==> src/rtl/traffic_phase_seq.sv <==
// traffic_phase_seq: parametrised traffic-light phase sequencer.
// Steps through NPHASE phases. Each phase has a programmable duration in
// seconds, a light pattern, a blink mask and a walk flag. A run/pause FSM,
// a one-shot skip request with hold time and saturating duration trim are
// included. The timebase comes from an external 1 ms strobe.
//
// Ports:
//   clk, rst             clock, synchronous active-high reset
//   tick_ms              1 ms strobe
//   stop_req             pulse, toggles pause
//   skip_req             level, request advance to next phase
//   plus_req, minus_req  pulses, trim current-phase duration
//   cfg_we/addr/dur/pat/blink/walk   phase configuration write
//   phase, remain, dur_cur           current phase, seconds left, duration
//   lights, walk                     blink-masked pattern, walk flag
//   paused, skip_pending, sec_tick   status and one-cycle second strobe
module traffic_phase_seq #(
    parameter int unsigned NPHASE        = 10,
    parameter int unsigned CW            = 6,
    parameter int unsigned LW            = 10,
    parameter int unsigned TICKS_PER_SEC = 1000,
    parameter int unsigned HOLD_MS       = 1000,
    parameter int unsigned BLINK_MS      = 125,
    parameter int unsigned DEF_DUR       = 15
) (
    input  logic          clk,
    input  logic          rst,
    input  logic          tick_ms,
    input  logic          stop_req,
    input  logic          skip_req,
    input  logic          plus_req,
    input  logic          minus_req,
    input  logic          cfg_we,
    input  logic [3:0]    cfg_addr,
    input  logic [CW-1:0] cfg_dur,
    input  logic [LW-1:0] cfg_pat,
    input  logic [LW-1:0] cfg_blink,
    input  logic          cfg_walk,
    output logic [3:0]    phase,
    output logic [CW-1:0] remain,
    output logic [CW-1:0] dur_cur,
    output logic [LW-1:0] lights,
    output logic          walk,
    output logic          paused,
    output logic          skip_pending,
    output logic          sec_tick
);

    localparam int unsigned PW  = (NPHASE > 1) ? $clog2(NPHASE) : 1;
    localparam int unsigned MSW = (TICKS_PER_SEC > 1) ? $clog2(TICKS_PER_SEC) : 1;
    localparam int unsigned HW  = (HOLD_MS > 0) ? $clog2(HOLD_MS + 1) : 1;
    localparam int unsigned BW  = (BLINK_MS > 1) ? $clog2(BLINK_MS) : 1;

    localparam logic [CW-1:0] DUR_MAX = '1;
    localparam logic [CW-1:0] DUR_RST = CW'(DEF_DUR);

    typedef enum logic {
        S_RUN    = 1'b0,
        S_PAUSED = 1'b1
    } state_t;

    state_t state_q, state_nxt;

    logic [3:0]        phase_q, phase_nxt;
    logic [CW-1:0]     remain_q, remain_nxt;
    logic [CW-1:0]     dur_q   [NPHASE];
    logic [CW-1:0]     dur_nxt [NPHASE];
    logic [LW-1:0]     pat_q   [NPHASE];
    logic [LW-1:0]     pat_nxt [NPHASE];
    logic [LW-1:0]     blk_q   [NPHASE];
    logic [LW-1:0]     blk_nxt [NPHASE];
    logic [NPHASE-1:0] walk_q, walk_nxt;

    logic [MSW-1:0]    ms_cnt_q, ms_cnt_nxt;
    logic [HW-1:0]     hold_q, hold_nxt;
    logic [BW-1:0]     blink_cnt_q, blink_cnt_nxt;
    logic              blink_off_q, blink_off_nxt;
    logic              skip_req_d_q;
    logic              skip_pending_q, skip_pending_nxt;
    logic              sec_tick_q, sec_tick_nxt;
    logic [LW-1:0]     lights_q, lights_nxt;
    logic              walk_o_q, walk_o_nxt;
    logic [CW-1:0]     dur_cur_q, dur_cur_nxt;
    logic              paused_q, paused_nxt;

    logic              sec_wrap_c;
    logic              advance_c;
    logic              skip_rise_c;
    logic              hold_expire_c;
    logic              cfg_hit_c;
    logic [PW-1:0]     cur_idx_c;
    logic [PW-1:0]     nxt_idx_c;
    logic [PW-1:0]     cfg_idx_c;

    // Next-state computation for timebase, FSM, skip, trim, config and outputs.
    always_comb begin
        state_nxt        = state_q;
        phase_nxt        = phase_q;
        remain_nxt       = remain_q;
        ms_cnt_nxt       = ms_cnt_q;
        hold_nxt         = hold_q;
        blink_cnt_nxt    = blink_cnt_q;
        blink_off_nxt    = blink_off_q;
        skip_pending_nxt = skip_pending_q;
        walk_nxt         = walk_q;
        for (int i = 0; i < NPHASE; i++) begin
            dur_nxt[i] = dur_q[i];
            pat_nxt[i] = pat_q[i];
            blk_nxt[i] = blk_q[i];
        end
        advance_c   = 1'b0;
        cur_idx_c   = PW'(phase_q);
        cfg_idx_c   = PW'(cfg_addr);
        cfg_hit_c   = cfg_we && ({1'b0, cfg_addr} < 5'(NPHASE));
        skip_rise_c = skip_req && !skip_req_d_q;

        // Second timebase; keeps running while paused.
        sec_wrap_c = tick_ms && (ms_cnt_q == MSW'(TICKS_PER_SEC - 1));
        if (tick_ms) begin
            ms_cnt_nxt = sec_wrap_c ? '0 : ms_cnt_q + MSW'(1);
        end
        sec_tick_nxt = sec_wrap_c;

        // Skip hold counter: reload while held, count down after release.
        hold_expire_c = tick_ms && !skip_req && (hold_q == HW'(1));
        if (tick_ms) begin
            if (skip_req) begin
                hold_nxt = HW'(HOLD_MS);
            end else if (hold_q != '0) begin
                hold_nxt = hold_q - HW'(1);
            end
        end

        if (stop_req) begin
            state_nxt = (state_q == S_RUN) ? S_PAUSED : S_RUN;
        end

        // Once-per-second phase update; a pending skip wins even when paused.
        if (sec_wrap_c) begin
            if (skip_pending_q) begin
                advance_c = 1'b1;
            end else if (state_q == S_RUN) begin
                if (remain_q == '0) begin
                    advance_c = 1'b1;
                end else begin
                    remain_nxt = remain_q - CW'(1);
                end
            end
        end
        if (advance_c) begin
            phase_nxt = (phase_q == 4'(NPHASE - 1)) ? 4'd0 : phase_q + 4'd1;
        end
        nxt_idx_c = PW'(phase_nxt);

        // Pending skip is consumed by the advance; re-arms only on a new rising edge.
        if (sec_wrap_c && skip_pending_q) begin
            skip_pending_nxt = 1'b0;
        end else if (hold_expire_c) begin
            skip_pending_nxt = 1'b0;
        end
        if (skip_rise_c) begin
            skip_pending_nxt = 1'b1;
        end

        // Trim of the current phase; a same-cycle config write overrides it.
        if (plus_req && !minus_req && (dur_q[cur_idx_c] != DUR_MAX)) begin
            dur_nxt[cur_idx_c] = dur_q[cur_idx_c] + CW'(1);
        end else if (minus_req && !plus_req && (dur_q[cur_idx_c] != '0)) begin
            dur_nxt[cur_idx_c] = dur_q[cur_idx_c] - CW'(1);
        end
        if (cfg_hit_c) begin
            dur_nxt[cfg_idx_c]  = cfg_dur;
            pat_nxt[cfg_idx_c]  = cfg_pat;
            blk_nxt[cfg_idx_c]  = cfg_blink;
            walk_nxt[cfg_idx_c] = cfg_walk;
        end

        // Load on advance, then clamp against the (possibly trimmed) duration.
        if (advance_c) begin
            remain_nxt = dur_nxt[nxt_idx_c];
        end
        if (dur_nxt[nxt_idx_c] < remain_nxt) begin
            remain_nxt = dur_nxt[nxt_idx_c];
        end

        // Blink restarts in the on half at every phase change.
        if (advance_c) begin
            blink_cnt_nxt = '0;
            blink_off_nxt = 1'b0;
        end else if (tick_ms) begin
            if (blink_cnt_q == BW'(BLINK_MS - 1)) begin
                blink_cnt_nxt = '0;
                blink_off_nxt = !blink_off_q;
            end else begin
                blink_cnt_nxt = blink_cnt_q + BW'(1);
            end
        end

        lights_nxt  = pat_nxt[nxt_idx_c] & ~(blk_nxt[nxt_idx_c] & {LW{blink_off_nxt}});
        walk_o_nxt  = walk_nxt[nxt_idx_c];
        dur_cur_nxt = dur_nxt[nxt_idx_c];
        paused_nxt  = (state_nxt == S_PAUSED);
    end

    // State and output registers.
    always_ff @(posedge clk) begin
        if (rst) begin
            state_q        <= S_RUN;
            phase_q        <= 4'd0;
            remain_q       <= DUR_RST;
            for (int i = 0; i < NPHASE; i++) begin
                dur_q[i] <= DUR_RST;
                pat_q[i] <= '0;
                blk_q[i] <= '0;
            end
            walk_q         <= '0;
            ms_cnt_q       <= '0;
            hold_q         <= '0;
            blink_cnt_q    <= '0;
            blink_off_q    <= 1'b0;
            skip_req_d_q   <= 1'b0;
            skip_pending_q <= 1'b0;
            sec_tick_q     <= 1'b0;
            lights_q       <= '0;
            walk_o_q       <= 1'b0;
            dur_cur_q      <= DUR_RST;
            paused_q       <= 1'b0;
        end else begin
            state_q        <= state_nxt;
            phase_q        <= phase_nxt;
            remain_q       <= remain_nxt;
            for (int i = 0; i < NPHASE; i++) begin
                dur_q[i] <= dur_nxt[i];
                pat_q[i] <= pat_nxt[i];
                blk_q[i] <= blk_nxt[i];
            end
            walk_q         <= walk_nxt;
            ms_cnt_q       <= ms_cnt_nxt;
            hold_q         <= hold_nxt;
            blink_cnt_q    <= blink_cnt_nxt;
            blink_off_q    <= blink_off_nxt;
            skip_req_d_q   <= skip_req;
            skip_pending_q <= skip_pending_nxt;
            sec_tick_q     <= sec_tick_nxt;
            lights_q       <= lights_nxt;
            walk_o_q       <= walk_o_nxt;
            dur_cur_q      <= dur_cur_nxt;
            paused_q       <= paused_nxt;
        end
    end

    assign phase        = phase_q;
    assign remain       = remain_q;
    assign dur_cur      = dur_cur_q;
    assign lights       = lights_q;
    assign walk         = walk_o_q;
    assign paused       = paused_q;
    assign skip_pending = skip_pending_q;
    assign sec_tick     = sec_tick_q;

endmodule

==> config.mk <==
export PLATFORM = sky130hd
export DESIGN_NAME = traffic_phase_seq
export DESIGN_NICKNAME = d
export VERILOG_FILES = /design/src/rtl/traffic_phase_seq.sv
export SDC_FILE = /design/constraint.sdc
export NUM_CORES = 1
export LEC_CHECK = 0
export BUFFER_PORTS_ARGS = -buffer_cell sky130_fd_sc_hd__clkbuf_2
export CORE_ASPECT_RATIO = 0.5
export CORE_MARGIN = 3
export CORE_UTILIZATION = 40
export CTS_BUF_LIST = sky130_fd_sc_hd__clkbuf_8 sky130_fd_sc_hd__clkbuf_16
export CTS_CLUSTER_SIZE = 12
export DETAILED_ROUTE_END_ITERATION = 8
export GPL_TIMING_DRIVEN = 1
export PLACE_DENSITY = 0.59
export SLEW_MARGIN = 20
export SYNTH_ARGS = -nofsm -noshare
export SYNTH_HDL_FRONTEND = slang
export SYNTH_SLANG_ARGS = --single-unit
==> constraint.sdc <==
create_clock -name clk -period 16.3 [get_ports clk]
set_clock_uncertainty 0.15 [all_clocks]
set_input_delay 3.26 -clock clk [delete_from_list [all_inputs] [get_ports clk]]
set_output_delay 3.26 -clock clk [all_outputs]
set_load 0.01 [all_outputs]
==> metrics.cfg, run 1 <==
[hold_path]
hold_path.class=reg -> reg

[synth]
synth.avg_cell_area_um2=7.188
synth_warnings=0
synth-simple-area-share=0.2695
synth_top_family_by_area=simple AND/OR/NAND/NOR gates
synthCells=2418
async_flop_share=0
ys_ff_latch=329
synthFlopType=dfxtp_1
syn_nets=2472
synth-adder-area-share=0.01080
synth_compound_area_frac=0.2455
synth.area.mux_share=0.02894
netlist_area_um2=17380
yosysSeqAreaShare=0.3789
synth_xor_area_frac=0.01461
synth_cell_types=83
synth-edff-count=0

[cells_and_area]
num_antenna_cells=0
layout-drive-gt1-share=0.09566
postLayoutCellArea_um2=19120
final.fill_count=4331
nets=2415
area_growth_syn_to_layout_pct=9.977

[clocking]
clk_path_buf_depth=3
cts_root_buffer=clkbuf_16
cts.sinks=329
htreeDepth=2
clk_latency_ns=0.54
path_clk_slew_ns=0.06
cts_tree=built
cts_setup_buffers=0
cts.hold.buffers_added=0
cts_made_buffers=35
cts_resized=0

[placed_design]
place_area_um2=18100
dp_hpwl_mm=39.85
routabilityCongestion=0.9696
numPortBuffers=68

[route]
drc=0
wl_per_cell_um=21.24
dr.pass1.iters=6
ant_nets=0
vias=17763
routed_via_density=6.021
detail_route.wirelength_mm=62.67
first_iter_violations=2350

[timing]
hold_viol=0
fin_crit_sh=0.5130
holdWs_ns=0.2790
tightest_slew_ns=1.294
slew_headroom=0.1376
post-route-min-period_ns=8.363
finalSetupTns_ns=0
fmax_mhz=119.6
setup_viol=0
drv_slew=0
rsz0062_at_grt=no

[global_routing]
antenna_found_initial=0
grt_pass1_vias=16296
grtUsageTotal=0.2644
grt_pass1_wl_mm=97.00
grt-ovfl-total=0
grt_max_degree=87

[worst_setup_path]
worstPathRequired_ns=16.58
cp-end-kind=register
cp_max_fo=46
start_kind=input pin
path_class=in -> reg
cp_data_arrival_time_ns=8.65

[run]
drv_cap=0

[power]
ir_worst_vdd_uv=76.84
p_leak_nw=6.451
power.density_nw_per_um2=96.30

[die]
fp.dieH_um=153.4
coreArea_um2=42440
num_rows=53
start_util=0.4096
io_pins=69
die_area_um2=46140
die_w_um=300.8

[status]
status=complete, no violations

-- path summary, 6_finish.rpt --
path | startpoint | to | slack, ns | cells past startpoint
max | tick_ms | remain[3]$_SDFF_PP1_ | 7.94 | 24
min | skip_req_d_q$_SDFF_PP0_ | skip_pending$_SDFFE_PP0P_ | 0.28 | 1
max reg2reg | phase[1]$_SDFF_PP0_ | remain[3]$_SDFF_PP1_ | 8.95 | 23
min reg2reg | skip_req_d_q$_SDFF_PP0_ | skip_pending$_SDFFE_PP0P_ | 0.28 | 1
-- critical path, cell delays in order --
cell and delay (ns):
clkbuf_2 0.29, and3_1 0.31, nand3_1 0.39, nor3_1 0.60
or2_2 0.20, buf_4 0.48, nor2_1 0.10, a21oi_1 0.13
buf_4 0.26, o211ai_1 0.17, o22ai_1 0.23, a22oi_1 0.09
o2111ai_1 0.23, a21oi_1 0.13, ha_1 0.23, a21oi_1 0.13
nor2b_1 0.06, o21ai_0 0.17, nand2b_1 0.08, a21oi_1 0.29
nand2_1 0.16, o31ai_4 0.29, nor2_1 0.07, a211o_1 0.26
-- metal layers --
metal | vias up | track usage | part of all wire
li1 | 8395 | - | -
met1 | 8252 | 0.3549 | 0.42
met2 | 921 | 0.4048 | 0.43
met3 | 195 | 0.06742 | 0.10
met4 | 0 | 0.1081 | 0.042
met5 | - | 0 | 0
-- synthesized netlist by cell type (5+ instances only) --
cell / n / share of area
a221o_1: 8 / 0.0046
o22ai_1: 52 / 0.019
inv_1: 25 / 0.0054
nand3_1: 53 / 0.015
clkbuf_1: 166 / 0.036
a311oi_1: 34 / 0.017
and2_1: 12 / 0.0043
a211o_1: 6 / 0.0030
a22oi_1: 11 / 0.0048
and3_1: 14 / 0.0050
nand2_1: 641 / 0.14
nor3_1: 66 / 0.019
a21oi_1: 265 / 0.076
o211ai_1: 37 / 0.016
nor2_1: 207 / 0.045
a211oi_1: 24 / 0.010
xor2_1: 15 / 0.0076
mux2i_1: 12 / 0.0069
buf_2: 8 / 0.0023
ha_1: 15 / 0.011
o32ai_1: 7 / 0.0035
dfxtp_1: 329 / 0.38
or3_1: 8 / 0.0029
nand4_1: 21 / 0.0076
nor2b_1: 14 / 0.0050
nor4_1: 23 / 0.0083
a22o_1: 6 / 0.0030
buf_1: 32 / 0.0069
o2111ai_1: 5 / 0.0025
nand2b_1: 23 / 0.0083
mux2_2: 26 / 0.017
a31oi_1: 27 / 0.0097
o311ai_0: 9 / 0.0045
xnor2_1: 14 / 0.0071
nor3b_1: 5 / 0.0022
a21o_1: 9 / 0.0039
o21ai_0: 91 / 0.026
a221oi_1: 22 / 0.011
-- power breakdown --
| group | internal [mW] | total, mW | leakage (nW) | switching [mW] |
|---|---|---|---|---|
| clock network | 0.416 | 0.752 | 0.519 | 0.337 |
| registers | 0.827 | 0.849 | 2.66 | 0.0216 |
| logic | 0.0778 | 0.239 | 3.27 | 0.162 |
-- logic make-up (layout without fill, tap and decap cells) --
kind of cell / Yosys count / after routing
buffers and inverters: 233 / 188
adders and majority gates: 15 / 15
DFF: 329 / 329
and+or+nand+nor: 1106 / 1106
AOI/OAI and AO/OA: 664 / 664
xor gates and xnor gates: 29 / 29
muxes: 42 / 42
-- cell type report --
type                       instances  area, um^2  share of cell area
inverter                          25       93.84            0.004909
clock buffer                      41       958.4             0.05014
tap                              577       721.9             0.03777
sequential                       329        6586              0.3445
multi-input combinational       1856       10000              0.5233
timing repair buffer             114       694.4             0.03633
clock inverter                     8       57.56            0.003011
-- metrics by stage --
step | power (mW) | util | setup WS (ns) | instances
after floorplan | 1.019 | - | 8.470 | 2418
after global placement | 1.098 | 0.4264 | 7.569 | 2901
after detailed placement | 1.098 | 0.4265 | 7.509 | 2901
after CTS | 1.848 | 0.4504 | 8.085 | 2950
after global routing | 1.911 | 0.4504 | 7.431 | 2950
final | 1.841 | 0.4504 | 7.937 | 2950
-- cell usage in the layout (no fill, tap or decap), types with 29 or more instances in the layout --
master	n
nand2_1	637
dfxtp_1	329
a21oi_1	264
nor2_1	200
o21ai_0	91
clkbuf_2	67
nor3_1	62
nand3_1	53
o22ai_1	52
buf_4	46
o211ai_1	37
clkbuf_16	35
a311oi_1	34
inv_1	29
-- registers in the layout, summed over array words and instances (netlist names) --
register / cells
ms_cnt_q: 10
dur_cur: 6
skip_req_d_q: 1
walk: 1
blink_off_q: 1
remain: 6
paused: 1
walk_q: 10
blk_q: 100
sec_tick: 1
phase: 4
skip_pending: 1
blink_cnt_q: 7
dur_q: 60
hold_q: 10
lights: 10
pat_q: 100
No activity file was read; power rests on OpenSTA's default activity.
==> run 2, diff against run 1 <==
==> constraint.sdc (replaced) <==
create_clock -name clk -period 8.59 [get_ports clk]
set_clock_uncertainty 0.15 [all_clocks]
set_input_delay 1.718 -clock clk [delete_from_list [all_inputs] [get_ports clk]]
set_output_delay 1.718 -clock clk [all_outputs]
set_load 0.01 [all_outputs]
==> metrics.cfg, run 2 (synthesis results as in run 1) <==
[worst_setup_path]
start_kind=register
r2r-end=remain[3]$_SDFF_PP1_
cp_max_fo=16  ; -65%
rr_startpoint=phase[0]$_SDFF_PP0_
path_class=reg -> reg
cp_data_arrival_time_ns=7.73  ; -0.92 ns
critPathLaunch=phase[0]$_SDFF_PP0_
reg2reg_slack_ns=1.13  ; -7.82 ns
cp-end-kind=register
worstPathRequired_ns=8.87  ; -7.71 ns
crit_end=remain[3]$_SDFF_PP1_
reg2regPathDepth=24  ; +4.3%

[timing]
setup_ws_ns=1.134  ; -6.803 ns
tightest_slew_ns=1.166  ; -0.1273 ns
post-route-min-period_ns=7.456
slew_headroom=0.2071  ; +0.06950
hold_viol=0  ; unchanged
drv_slew=0  ; unchanged
fin_crit_sh=0.8680
fmax_mhz=134.1
setup_viol=0  ; unchanged
finalSetupTns_ns=0  ; unchanged
holdWs_ns=0.2762  ; -0.002759 ns
rsz0062_at_grt=no

[cells_and_area]
postLayoutCellArea_um2=19120  ; about the same
finalNonFillerCells=2951  ; +0.034%
reg_top3=blk_q: 100 flops, pat_q: 100 flops, dur_q: 60 flops
final.fill_count=4375  ; +1.0%
nets=2413  ; -0.083%
regArea_um2=6586  ; unchanged
layout_common_cells=nand2_1, dfxtp_1, a21oi_1
layout_commonest_cell=nand2_1
area_growth_syn_to_layout_pct=9.991  ; about the same
utilization=0.4505  ; about the same
multi_input_area_um2=10010  ; +0.11%
layout-drive-gt1-share=0.09482  ; -0.0008428

[clocking]
cts_resized=0  ; unchanged
clk_latency_ns=0.55  ; about the same
cts.hold.buffers_added=0  ; unchanged
cts_tree=built
cts.sinks=329  ; unchanged
cts_root_buffer=clkbuf_16
cts_setup_buffers=0  ; unchanged
path_clk_slew_ns=0.06  ; about the same
htreeDepth=2  ; unchanged
clk_path_buf_depth=3  ; unchanged
cts_made_buffers=35  ; unchanged

[die]
die_area_um2=46140  ; unchanged
num_rows=53  ; unchanged
die_w_um=300.8  ; unchanged
fp.dieH_um=153.4  ; unchanged
start_util=0.4096  ; unchanged
io_pins=69  ; unchanged
coreArea_um2=42440  ; unchanged

[route]
drc=0  ; unchanged
dr.pass1.iters=7  ; +1
first_iter_violations=2304  ; -2.0%
vias=17822  ; +0.33%
ant_nets=0  ; unchanged
detail_route.wirelength_mm=63.83  ; +1.8%
wl_per_cell_um=21.63  ; +1.8%
routed_via_density=6.039  ; +0.30%

[placed_design]
numPortBuffers=68  ; unchanged
post-place-cells=2899  ; -0.069%
preCtsSetupSlack_ns=1.163  ; -6.346 ns
dp_hpwl_mm=41.67  ; +4.6%
place_area_um2=18100  ; about the same
routabilityCongestion=0.9752  ; +0.58%

[global_routing]
grt_max_degree=173  ; +99%
grt_pass1_wl_mm=97.75  ; +0.77%
grt_pass1_vias=15966  ; -2.0%
grt-ovfl-total=0  ; unchanged
antenna_found_initial=2  ; +2
grtUsageTotal=0.2687  ; +0.004256

[power]
power.density_nw_per_um2=182.0  ; +89%
ir_worst_vdd_uv=111.7  ; +45%
p_leak_nw=6.449  ; about the same
p_total_mw=3.479  ; +89%

[run]
drv_cap=0  ; unchanged

[status]
status=complete, no violations

[hold_path]
hold_path.class=reg -> reg

run 2: worst min-delay path by stage:
stage               slack [ns]                     from  cells after the start                        end
floorplan                 0.25  skip_req_d_q$_SDFF_PP0_                      1  skip_pending$_SDFFE_PP0P_
detailed placement        0.27  skip_req_d_q$_SDFF_PP0_                      1  skip_pending$_SDFFE_PP0P_
CTS                       0.28  skip_req_d_q$_SDFF_PP0_                      1  skip_pending$_SDFFE_PP0P_
global placement          0.25  skip_req_d_q$_SDFF_PP0_                      1  skip_pending$_SDFFE_PP0P_
finish                    0.28  skip_req_d_q$_SDFF_PP0_                      1  skip_pending$_SDFFE_PP0P_
global route              0.32   blk_q[7][8]$_SDFF_PP0_                      2     blk_q[7][8]$_SDFF_PP0_
run 2: power by group:
group          leakage, nW  internal (mW)  switching [mW]
sequential            2.66           1.57          0.0411
combinational         3.27          0.150           0.306
clock                0.518          0.772           0.641
total                 6.45           2.49           0.987
run 2: final cells by class:
| cell class | instances | share of cell area |
|---|---|---|
| diodes | 1 | 0.0001309 |
| clock buffers | 38 | 0.04856 |
| clock inverters | 13 | 0.004123 |
| inverters | 25 | 0.004908 |
| multi-input cells | 1856 | 0.5238 |
| flip-flops and latches | 329 | 0.3445 |
| well taps | 577 | 0.03776 |
| repair buffers | 112 | 0.03619 |
run 2: worst max-delay path, stage by stage (launching register included):
cell and delay, ns:
dfxtp_1 0.93, buf_4 0.36, mux4_2 0.52, nand2_1 0.12, and2_1 0.19, inv_1 0.09
ha_1 0.23, o31a_1 0.19, a41oi_2 0.92, o21ai_1 0.29, and3_1 0.28, a211o_1 0.27
mux2_2 0.28, a221oi_1 0.38, nand2_1 0.20, a21oi_1 0.22, ha_1 0.26, nor2b_1 0.14
o21ai_0 0.14, nand2b_1 0.07, a21oi_1 0.31, nand2_1 0.17, o31ai_4 0.29, nor2_1 0.07
a211o_1 0.26
run 2: routing by layer:
metal	GRT usage	share of wire	routed length, um	vias to the layer above
met4	0.1053	0.041	2615	4
met2	0.4056	0.43	27380	891
li1	-	-	-	8391
met5	0	0.00039	25	-
met1	0.3723	0.43	27710	8334
met3	0.05976	0.096	6098	202
